[config.mk]
export PLATFORM = sky130hd
export DESIGN_NAME = aes_key_expand
export DESIGN_NICKNAME = d
export VERILOG_FILES = /design/src/rtl/aes_pkg.sv /design/src/rtl/aes_sub_word.sv /design/src/rtl/aes_key_expand.sv
export SDC_FILE = /design/constraint.sdc
export NUM_CORES = 1
export LEC_CHECK = 0
export CELL_PAD_IN_SITES_DETAIL_PLACEMENT = 1
export CELL_PAD_IN_SITES_GLOBAL_PLACEMENT = 2
export CORE_MARGIN = 2
export CORE_UTILIZATION = 33
export CTS_CLUSTER_DIAMETER = 80
export DETAILED_ROUTE_END_ITERATION = 7
export HOLD_SLACK_MARGIN = 0.15
export PLACE_DENSITY = 0.8
export SYNTH_ARGS = -nofsm -noshare
export SYNTH_HDL_FRONTEND = slang
export SYNTH_HIERARCHICAL = 1
export SYNTH_SLANG_ARGS = --single-unit
[constraint.sdc]
create_clock -name clk -period 4.5 [get_ports clk]
set_input_delay 0.9 -clock clk [delete_from_list [all_inputs] [get_ports clk]]
set_output_delay 0.9 -clock clk [all_outputs]
set_load 0.05 [all_outputs]
[src/rtl/aes_pkg.sv]
// -----------------------------------------------------------------------------
// aes_pkg
// Shared AES-128 constants for the key-expansion block and its S-box stage.
//   KEY_W / WORD_W / BYTE_W : AES-128 key, word and byte widths
//   NUM_ROUNDS / LAST_IDX   : number of round keys after the cipher key (10)
//   RCON                    : round constants indexed by round number 1..10
//   state_t                 : key-expansion FSM states
//   rot_word()              : AES RotWord (left rotation by one byte)
// -----------------------------------------------------------------------------
package aes_pkg;

    localparam int KEY_W      = 128;
    localparam int WORD_W     = 32;
    localparam int BYTE_W     = 8;
    localparam int NUM_ROUNDS = 10;

    localparam logic [3:0] LAST_IDX = 4'(NUM_ROUNDS);

    // Entry 0 and 11..15 are never used for a real round; padding to 16 lets a
    // 4-bit round index address the table without a range check.
    localparam logic [BYTE_W-1:0] RCON [16] = '{
        8'h00, 8'h01, 8'h02, 8'h04, 8'h08, 8'h10, 8'h20, 8'h40,
        8'h80, 8'h1b, 8'h36, 8'h00, 8'h00, 8'h00, 8'h00, 8'h00
    };

    typedef enum logic {
        S_IDLE = 1'b0,
        S_RUN  = 1'b1
    } state_t;

    function automatic logic [WORD_W-1:0] rot_word(input logic [WORD_W-1:0] w);
        return {w[23:0], w[31:24]};
    endfunction

endpackage

[src/rtl/aes_sub_word.sv]
// -----------------------------------------------------------------------------
// aes_sub_word
// Combinational AES SubWord: applies the forward S-box to each byte of a word.
//   i_word [31:0] : input word
//   o_word [31:0] : byte-wise S-box substitution of i_word
// -----------------------------------------------------------------------------
module aes_sub_word
    import aes_pkg::*;
(
    input  logic [WORD_W-1:0] i_word,
    output logic [WORD_W-1:0] o_word
);

    localparam logic [BYTE_W-1:0] SBOX [256] = '{
        8'h63, 8'h7c, 8'h77, 8'h7b, 8'hf2, 8'h6b, 8'h6f, 8'hc5, 8'h30, 8'h01, 8'h67, 8'h2b, 8'hfe, 8'hd7, 8'hab, 8'h76,
        8'hca, 8'h82, 8'hc9, 8'h7d, 8'hfa, 8'h59, 8'h47, 8'hf0, 8'had, 8'hd4, 8'ha2, 8'haf, 8'h9c, 8'ha4, 8'h72, 8'hc0,
        8'hb7, 8'hfd, 8'h93, 8'h26, 8'h36, 8'h3f, 8'hf7, 8'hcc, 8'h34, 8'ha5, 8'he5, 8'hf1, 8'h71, 8'hd8, 8'h31, 8'h15,
        8'h04, 8'hc7, 8'h23, 8'hc3, 8'h18, 8'h96, 8'h05, 8'h9a, 8'h07, 8'h12, 8'h80, 8'he2, 8'heb, 8'h27, 8'hb2, 8'h75,
        8'h09, 8'h83, 8'h2c, 8'h1a, 8'h1b, 8'h6e, 8'h5a, 8'ha0, 8'h52, 8'h3b, 8'hd6, 8'hb3, 8'h29, 8'he3, 8'h2f, 8'h84,
        8'h53, 8'hd1, 8'h00, 8'hed, 8'h20, 8'hfc, 8'hb1, 8'h5b, 8'h6a, 8'hcb, 8'hbe, 8'h39, 8'h4a, 8'h4c, 8'h58, 8'hcf,
        8'hd0, 8'hef, 8'haa, 8'hfb, 8'h43, 8'h4d, 8'h33, 8'h85, 8'h45, 8'hf9, 8'h02, 8'h7f, 8'h50, 8'h3c, 8'h9f, 8'ha8,
        8'h51, 8'ha3, 8'h40, 8'h8f, 8'h92, 8'h9d, 8'h38, 8'hf5, 8'hbc, 8'hb6, 8'hda, 8'h21, 8'h10, 8'hff, 8'hf3, 8'hd2,
        8'hcd, 8'h0c, 8'h13, 8'hec, 8'h5f, 8'h97, 8'h44, 8'h17, 8'hc4, 8'ha7, 8'h7e, 8'h3d, 8'h64, 8'h5d, 8'h19, 8'h73,
        8'h60, 8'h81, 8'h4f, 8'hdc, 8'h22, 8'h2a, 8'h90, 8'h88, 8'h46, 8'hee, 8'hb8, 8'h14, 8'hde, 8'h5e, 8'h0b, 8'hdb,
        8'he0, 8'h32, 8'h3a, 8'h0a, 8'h49, 8'h06, 8'h24, 8'h5c, 8'hc2, 8'hd3, 8'hac, 8'h62, 8'h91, 8'h95, 8'he4, 8'h79,
        8'he7, 8'hc8, 8'h37, 8'h6d, 8'h8d, 8'hd5, 8'h4e, 8'ha9, 8'h6c, 8'h56, 8'hf4, 8'hea, 8'h65, 8'h7a, 8'hae, 8'h08,
        8'hba, 8'h78, 8'h25, 8'h2e, 8'h1c, 8'ha6, 8'hb4, 8'hc6, 8'he8, 8'hdd, 8'h74, 8'h1f, 8'h4b, 8'hbd, 8'h8b, 8'h8a,
        8'h70, 8'h3e, 8'hb5, 8'h66, 8'h48, 8'h03, 8'hf6, 8'h0e, 8'h61, 8'h35, 8'h57, 8'hb9, 8'h86, 8'hc1, 8'h1d, 8'h9e,
        8'he1, 8'hf8, 8'h98, 8'h11, 8'h69, 8'hd9, 8'h8e, 8'h94, 8'h9b, 8'h1e, 8'h87, 8'he9, 8'hce, 8'h55, 8'h28, 8'hdf,
        8'h8c, 8'ha1, 8'h89, 8'h0d, 8'hbf, 8'he6, 8'h42, 8'h68, 8'h41, 8'h99, 8'h2d, 8'h0f, 8'hb0, 8'h54, 8'hbb, 8'h16
    };

    assign o_word = {SBOX[i_word[31:24]], SBOX[i_word[23:16]],
                     SBOX[i_word[15:8]],  SBOX[i_word[7:0]]};

endmodule

[src/rtl/aes_key_expand.sv]
// -----------------------------------------------------------------------------
// aes_key_expand
// Iterative AES-128 key expansion producing one round key per handshake.
//   clk       : rising-edge clock
//   rst       : synchronous active-high reset
//   start     : request to expand key_in (accepted only while idle)
//   key_in    : 128-bit cipher key, word 0 in [127:96]
//   busy      : expansion in progress
//   rk_valid  : rk_out / rk_idx hold a round key
//   rk_ready  : consumer accepts the current round key
//   rk_idx    : round index 0..10 of rk_out
//   rk_out    : round key {w0,w1,w2,w3}
//   done      : pulses during the handshake of round key 10
// Optional feature (macro AES_KEY_EXPAND_STORE_EN):
//   rd_idx    : round-key store read index
//   rd_key    : stored round key for rd_idx, zero when rd_idx > 10
// -----------------------------------------------------------------------------
module aes_key_expand
    import aes_pkg::*;
(
    input  logic             clk,
    input  logic             rst,
    input  logic             start,
    input  logic [KEY_W-1:0] key_in,
    output logic             busy,
    output logic             rk_valid,
    input  logic             rk_ready,
    output logic [3:0]       rk_idx,
    output logic [KEY_W-1:0] rk_out,
    output logic             done
`ifdef AES_KEY_EXPAND_STORE_EN
    ,
    input  logic [3:0]       rd_idx,
    output logic [KEY_W-1:0] rd_key
`endif
);

    state_t             r_state;
    logic               r_busy;
    logic               r_rk_valid;
    logic [3:0]         r_rk_idx;
    logic [KEY_W-1:0]   r_rk_out;

    logic               w_accept;
    logic               w_handshake;
    logic               w_advance;
    logic [3:0]         w_next_idx;
    logic [WORD_W-1:0]  w_w0, w_w1, w_w2, w_w3;
    logic [WORD_W-1:0]  w_sub;
    logic [WORD_W-1:0]  w_temp;
    logic [WORD_W-1:0]  w_n0, w_n1, w_n2, w_n3;
    logic [KEY_W-1:0]   w_next_key;

    // busy is low exactly in IDLE, so a start during RUN (including the final
    // handshake cycle) is dropped.
    assign w_accept    = (r_state == S_IDLE) & start;
    assign w_handshake = r_rk_valid & rk_ready;
    assign w_advance   = (r_state == S_RUN) & w_handshake & (r_rk_idx != LAST_IDX);
    assign w_next_idx  = r_rk_idx + 4'd1;

    assign {w_w0, w_w1, w_w2, w_w3} = r_rk_out;

    aes_sub_word u_sub_word (
        .i_word (rot_word(w_w3)),
        .o_word (w_sub)
    );

    assign w_temp     = w_sub ^ {RCON[w_next_idx], 24'h0};
    assign w_n0       = w_w0 ^ w_temp;
    assign w_n1       = w_w1 ^ w_n0;
    assign w_n2       = w_w2 ^ w_n1;
    assign w_n3       = w_w3 ^ w_n2;
    assign w_next_key = {w_n0, w_n1, w_n2, w_n3};

    // NOTE: state registers use non-blocking assignments so every register
    // samples pre-edge values; blocking here would chain updates within a cycle.
    always_ff @(posedge clk) begin
        if (rst) begin
            r_state    <= S_IDLE;
            r_busy     <= 1'b0;
            r_rk_valid <= 1'b0;
            r_rk_idx   <= '0;
            r_rk_out   <= '0;
        end else begin
            case (r_state)
                S_IDLE: begin
                    if (w_accept) begin
                        r_state    <= S_RUN;
                        r_busy     <= 1'b1;
                        r_rk_valid <= 1'b1;
                        r_rk_idx   <= '0;
                        r_rk_out   <= key_in;
                    end
                end
                S_RUN: begin
                    if (w_handshake) begin
                        if (r_rk_idx == LAST_IDX) begin
                            r_state    <= S_IDLE;
                            r_busy     <= 1'b0;
                            r_rk_valid <= 1'b0;
                        end else begin
                            r_rk_idx <= w_next_idx;
                            r_rk_out <= w_next_key;
                        end
                    end
                end
                default: r_state <= S_IDLE;
            endcase
        end
    end

    assign busy     = r_busy;
    assign rk_valid = r_rk_valid;
    assign rk_idx   = r_rk_idx;
    assign rk_out   = r_rk_out;
    // done must coincide with the final handshake, so it is decoded from the
    // live rk_ready rather than registered.
    assign done     = w_handshake & (r_rk_idx == LAST_IDX);

`ifdef AES_KEY_EXPAND_STORE_EN
    logic [KEY_W-1:0] r_store [0:NUM_ROUNDS];

    // NOTE: the store is explicitly reset entry by entry because a cleared
    // store is observable through rd_key; most memories would not be reset.
    always_ff @(posedge clk) begin
        if (rst) begin
            for (int i = 0; i <= NUM_ROUNDS; i++) begin
                r_store[i] <= '0;
            end
        end else if (w_accept) begin
            r_store[0] <= key_in;
        end else if (w_advance) begin
            r_store[w_next_idx] <= w_next_key;
        end
    end

    assign rd_key = (rd_idx <= LAST_IDX) ? r_store[rd_idx] : '0;
`endif

endmodule

* After elaboration in Yosys (flattened, before gate mapping)
Memories as Yosys holds them, arrays and structs flattened.
Cells that the tools add are included.
** Storage, ports and cells
- Memory bits (writable) :: 0
- Memories :: 5
- Word-level logic and storage cells :: 62
- Flip-flop bits (word level) :: 134
- Latch bits :: 0
- Bits of input ports :: 132
- Output and inout bits :: 135
- ROM bits :: 8320
** Memory list
- (name not given) :: depth 256, bits a word 8, rd ports 1, clocked after Yosys merged registers in 0, write ports 0, RTL line aes_sub_word.sv:34 : SBOX[i_word[15:8]], SBOX[i_word[7:0]]};
- (name not given) :: depth 256, bits a word 8, rd ports 1, clocked after Yosys merged registers in 0, write ports 0, RTL line aes_sub_word.sv:33 : assign o_word = {SBOX[i_word[31:24]], SBOX[i_word[23:16]],
- (name not given) :: depth 256, bits a word 8, rd ports 1, clocked after Yosys merged registers in 0, write ports 0, RTL line aes_sub_word.sv:33
- (name not given) :: depth 256, bits a word 8, rd ports 1, clocked after Yosys merged registers in 0, write ports 0, RTL line aes_sub_word.sv:34
- (name not given) :: depth 16, bits a word 8, rd ports 1, clocked after Yosys merged registers in 0, write ports 0, RTL line aes_key_expand.sv:68 : assign w_temp = w_sub ^ {RCON[w_next_idx], 24'h0};
** Cells by class
- Divide/modulo/power cells :: 0
- Muxes and demuxes :: 26
- Multiply operators :: 0
- Shifts and indexed selects :: 0
- Reduce and logical (&&, ||, !) cells :: 2
- Bitwise logic cells :: 14
- Order comparisons :: 5
- $add $sub $neg :: 1
- Equal/unequal tests :: 5
** Operator list (number)
- two-way mux 128 bit :: 3
- one-hot mux 128 bit (2 select lines) :: 1
- XOR 32 bit :: 5
- two-way mux 8 bit :: 10
- greater-or-equal comparator 9 bit (second input constant) :: 4
- inverter 8 -> 9 bit :: 4
- two-way mux 4 bit :: 3
- one-hot mux 4 bit (2 select lines) :: 1
- two-way mux 1 bit :: 6
- AND reduction 3 bit :: 2
- greater-or-equal comparator 5 bit (second input constant) :: 1
- inverter 4 -> 5 bit :: 1
- adder 4 x 1 -> 4 bit (second input constant) :: 1
- == test 4 bit (second input constant) :: 1
- != test 2 x 1 -> 1 bit (second input constant) :: 2
- != test 2 bit (second input constant) :: 2
- one-hot mux 1 bit (2 select lines) :: 2
- AND 1 bit :: 3
- inverter 1 bit :: 1

* Longest topological paths before layout
- Depth after elaboration :: 13
- Depth in mapped cells :: 18
- Gate-level depth less buffers :: 14

* Cells and area by module
Netlist, hierarchy kept.
** By module, submodules not included
- aes_sub_word :: seq. area each 0.0 um2, cells each 2185, area each 13769.5 um2, instances 1
- aes_key_expand :: seq. area each 2682.6 um2, cells each 1045, area each 8340.5 um2, instances 1

* Worst setup path before layout
OpenSTA, ideal clock, no wires.
- Kind :: register to register
- Start point :: reg r_rk_out[17] (netlist: rk_out[17])
- End point :: reg r_rk_out[31] (netlist: rk_out[31])
- Arrival :: 4.282 ns
- Stages on the path, launching flop included :: 18
- Period minus slack after synthesis :: 4.422 ns
- Library setup time :: 0.140 ns
- Setup slack :: 0.078 ns
- Data required time :: 4.360 ns
- Buffers on the path :: 3
- Path through :: dfxtp_1 -> buf_2 -> inv_1 -> ha_1 -> clkbuf_1 -> nand2b_1 -> clkbuf_1 -> nand2_1 -> a22o_1 -> mux4_2 -> or2_0 -> a32oi_1 -> xnor2_1 -> nor2_1 -> a21o_1 -> or3_1 -> a221oi_1 -> a311oi_1
** On the way
- Cells in the longest elaborated chain, start to end :: 12
** Ends and longest elaborated chain
- start, declared :: RTL line aes_key_expand.sv:42 : logic [KEY_W-1:0] r_rk_out;
- start signal, assigned :: RTL line aes_key_expand.sv:92 : r_rk_out <= key_in;
- start signal, assigned :: RTL line aes_key_expand.sv:103 : r_rk_out <= w_next_key;
- inverter 8 -> 9 bit (not written as such) :: RTL line aes_sub_word.sv:33
- memory read (256 x 8 bit)
- two-way mux 8 bit (not written as such) (2 in a row) :: RTL line aes_sub_word.sv:33
- via w_sub[31] :: RTL line aes_key_expand.sv:49 : logic [WORD_W-1:0] w_sub;
- XOR 32 bit :: RTL line aes_key_expand.sv:68
- XOR 32 bit :: RTL line aes_key_expand.sv:69 : assign w_n0 = w_w0 ^ w_temp;
- XOR 32 bit :: RTL line aes_key_expand.sv:70 : assign w_n1 = w_w1 ^ w_n0;
- XOR 32 bit :: RTL line aes_key_expand.sv:71 : assign w_n2 = w_w2 ^ w_n1;
- XOR 32 bit :: RTL line aes_key_expand.sv:72 : assign w_n3 = w_w3 ^ w_n2;
- two-way mux 128 bit :: RTL line aes_key_expand.sv:97 : if (r_rk_idx == LAST_IDX) begin
- two-way mux 128 bit :: RTL line aes_key_expand.sv:96 : if (w_handshake) begin
- one-hot mux 128 bit (2 select lines) :: RTL line aes_key_expand.sv:85 : case (r_state)
The timed path passes the listed nets, and every way through them passes these cells. The select of a mux whose other input is x is not followed.
A chain may end at the register's enable or synchronous reset.

* Final worst setup path
- Start point :: reg r_rk_out[19] (netlist: rk_out[19])
- End point :: reg r_rk_out[58] (netlist: rk_out[58])
** On the way
- Cells in the longest elaborated chain, start to end :: 11
** Ends and longest elaborated chain (RTL line)
- inverter 8 -> 9 bit (not written as such) :: aes_sub_word.sv:33
- memory read (256 x 8 bit)
- two-way mux 8 bit (not written as such) (2 in a row) :: aes_sub_word.sv:33
- via w_sub[26] :: aes_key_expand.sv:49
- XOR 32 bit :: aes_key_expand.sv:68
- XOR 32 bit :: aes_key_expand.sv:69
- XOR 32 bit :: aes_key_expand.sv:70
- XOR 32 bit :: aes_key_expand.sv:71
- two-way mux 128 bit :: aes_key_expand.sv:97
- two-way mux 128 bit :: aes_key_expand.sv:96
- one-hot mux 128 bit (2 select lines) :: aes_key_expand.sv:85
The timed path passes the listed nets, and every way through them passes these cells. The select of a mux whose other input is x is not followed.

==> flow_metrics.py <==
metrics = {
    "yosys": {
        "synth_common_cells": "337 x nand2_1, 298 x nor2_1, 248 x a21oi_1",
        "synth.ff_latch_count": 134,
        "synth.distinct_cells": 105,
        "synth_nets": 3428,
        "syn_avg_cell_area_um2": 6.845,
        "synth_enable_flop_cells": 0,
        "synth-main-ff-cell": "dfxtp_1",
        "syn_area_um2": 22110,
        "yosys-top-cells-area": "dfxtp_1 12%, nand2_1 5.7%, a21oi_1 5.6%, o21ai_0 5.6%, nor2_1 5.1%",
        "yosys_warnings": 6,
        "synth_largest_area_cell": "dfxtp_1",
        "yosysSeqAreaShare_pct": 12.13,
        "synth_async_sr_flop_share_pct": 0,
        "post-synth-top-count-cell": "nand2_1",
        "postSynthCellCount": 3230,
        "synth_top_area_share_pct": 12.13,
    },
    "sta": {
        "setup-violations-final": 0,
        "skew_ns": 0.01283,
        "tns_ns": 0,
        "hold_violations": 0,
        "fmax_mhz": 231.2,
        "relSlewSlack_pct": 28.61,
        "grt_setup_unrepaired": "no",
        "min_period_over_period_pct": 96.12,
        "final.min_clock_period_ns": 4.325,
        "worst-slew-pin-transition_ns": 1.071,
        "finalMaxSlewViolations": 0,
    },
    "clocking": {
        "post_cts_buffers": 0,
        "clk_pin_slew_ns": 0.07,
        "numCtsBuffers": 17,
        "cts_buffer_depth": 2,
        "cts_resized": 0,
        "clk_latency_ns": 0.50,
        "cts_hold_buf": 0,
        "tritoncts": "built",
        "clock-root-buffer": "clkbuf_16",
        "clock-sinks": 134,
        "htreeDepth": 4,
    },
    "worst_setup_path": {
        "endpoint_kind": "flop",
        "cp-start-kind": "flop",
        "r2r-start": "rk_out[19]$_SDFFE_PP0P_",
        "rr_endpoint": "rk_out[58]$_SDFFE_PP0P_",
        "r2r_cells": 14,
        "r2r_slack_ns": 0.17,
        "worstPathArrival_ns": 4.72,
        "worstPathRequired_ns": 4.90,
        "cp_max_fo": 54,
        "critPathKind": "reg -> reg",
    },
    "placed_design": {
        "placed_cell_area_um2": 25580,
        "dpl.hpwl_mm": 86.37,
        "routabilityCongestion": 1.068,
        "numPortBuffers": 266,
    },
    "global_routing": {
        "grt_pass1_vias": 27300,
        "grt_pass1_wl_mm": 181.3,
        "antenna_found_initial": 5,
        "grt-ovfl-total": 0,
        "grt.total_usage_pct": 33.56,
        "grt_max_degree": 148,
    },
    "layout": {
        "multi_input_area_um2": 17590,
        "synthToLayoutAreaGrowth_pct": 18.36,
        "nNetsFinal": 3504,
        "regArea_um2": 2728,
        "fill_cells": 8217,
        "fin_util_pct": 39.59,
        "fin_area_um2": 26170,
        "layout-drive-gt1-share_pct": 9.521,
    },
    "floorplan": {
        "boundaryPins": 267,
        "start_util_pct": 33.45,
        "die_area_um2": 69090,
        "core_um2": 66100,
        "die_h_um": 262.8,
        "rows": 94,
        "fp.dieW_um": 262.8,
    },
    "drt": {
        "drc": 0,
        "drt_first_pass_iters": 6,
        "wirelength_mm": 120.8,
        "drt_iter0_drc": 3411,
        "ant_nets": 0,
        "post_drt_wl_per_cell_um": 28.88,
        "vias": 28029,
        "routed_via_density": 6.699,
    },
    "pwr": {
        "power_leakage_nw": 9.247,
        "p_total_mw": 10.91,
        "ir_drop_uv": 256.9,
        "power.density_nw_per_um2": 417.0,
    },
    "job": {
        "drv_cap": 0,
    },
    "hold_path": {
        "min_path_cells": 2,
        "min_from": "rk_out[121]$_SDFFE_PP0P_",
        "min_to": "rk_out[121]$_SDFFE_PP0P_",
        "hp-class": "reg -> reg",
    },
    "outcome": {
        "outcome": "finished clean",
    },
}
[area by class of cell]
| cell class | instances | area share (%) |
|---|---|---|
| inverter | 42 | 0.6215 |
| tap | 864 | 4.131 |
| multi-input combinational | 2684 | 67.20 |
| clock inverter | 12 | 0.4972 |
| antenna | 1 | 0.009562 |
| sequential | 134 | 10.42 |
| clock buffer | 20 | 1.745 |
| timing repair buffer | 427 | 15.37 |
[cells by family (layout without fill, tap and decap cells)]
logic type,count (synthesis),count (layout),share of synthesized area (%)
AOI/OAI and AO/OA,1244,1244,38.45
xor gates and xnor gates,88,88,5.076
adders and majority gates,66,66,3.735
buffers and inverters,412,501,8.438
DFF,134,134,12.13
muxes,89,89,6.015
other,0,1,0
and+or+nand+nor,1197,1197,26.15
[stage by stage]
step,hold slack [ns],worst slack [ns],cells
after CTS,0.5238,0.2330,4183
after detailed placement,0.5106,0.2737,4151
final,0.5247,0.1748,4184
after floorplan,0.6636,0.07788,3230
after global routing,0.5470,0.05865,4184
after global placement,0.4954,0.3404,4151
[registers in the layout, indices dropped and copies added (netlist names)]
register / flops
rk_out: 128
rk_valid: 1
r_state: 1
rk_idx: 4
[metal layers]
metal,vias up,GRT usage (%),routed length (um)
met5,-,0,52
met4,8,11.92,4785
met3,303,7.365,11240
met2,1516,53.52,54100
met1,13940,44.42,50640
li1,12262,-,-
[worst max path at each step]
stage / start / cells past startpoint / to / slack, ns
2_1_floorplan: rk_out[17]$_SDFFE_PP0P_ / 17 / rk_out[31]$_SDFFE_PP0P_ / 0.08
5_1_grt: rk_out[16]$_SDFFE_PP0P_ / 16 / rk_out[90]$_SDFFE_PP0P_ / 0.06
6_report: rk_out[19]$_SDFFE_PP0P_ / 14 / rk_out[58]$_SDFFE_PP0P_ / 0.17
3_5_place_dp: rk_out[19]$_SDFFE_PP0P_ / 14 / rk_out[58]$_SDFFE_PP0P_ / 0.27
3_3_place_gp: rk_out[16]$_SDFFE_PP0P_ / 15 / rk_out[58]$_SDFFE_PP0P_ / 0.34
4_1_cts: rk_out[19]$_SDFFE_PP0P_ / 14 / rk_out[58]$_SDFFE_PP0P_ / 0.23
[power breakdown]
group / leakage (nW) / internal (mW) / switching [mW]
Combinational: 7.86 / 2.80 / 4.87
Sequential: 1.11 / 1.33 / 0.367
Clock: 0.274 / 0.842 / 0.703
[critical path: stages, from the launching register on]
cell	delay (ns)
dfxtp_4	0.77
buf_12	0.30
and2_0	0.66
or3_1	0.20
o21ai_0	0.10
a21oi_1	0.30
a21oi_1	0.15
a311o_1	0.41
xor2_1	0.17
buf_4	0.15
nand4_1	0.11
a21oi_1	0.08
a211oi_2	0.31
xnor2_1	0.14
a2111oi_2	0.35
[cell usage in the layout, fill, tap and decap left out, drive strengths merged, types with 20 or more instances in the layout]
cell,count
o311ai,53
o211ai,49
a311oi,33
a221oi,27
a21oi,249
nand2,337
nor2b,87
a22oi,80
clkdlybuf4s50,265
inv,38
mux2i,38
clkbuf,20
xor2,40
a21o,25
nand3,77
and3,21
nor3,108
or2,24
mux4,33
xnor2,23
nor2,304
dfxtp,134
o21ai,267
buf,162
a211oi,86
o31ai,48
a31oi,60
nand2b,108
o2bb2ai,52
and2,40
o221ai,22
ha,66
xnor3,25
No activity file was read; power rests on OpenSTA's default activity.
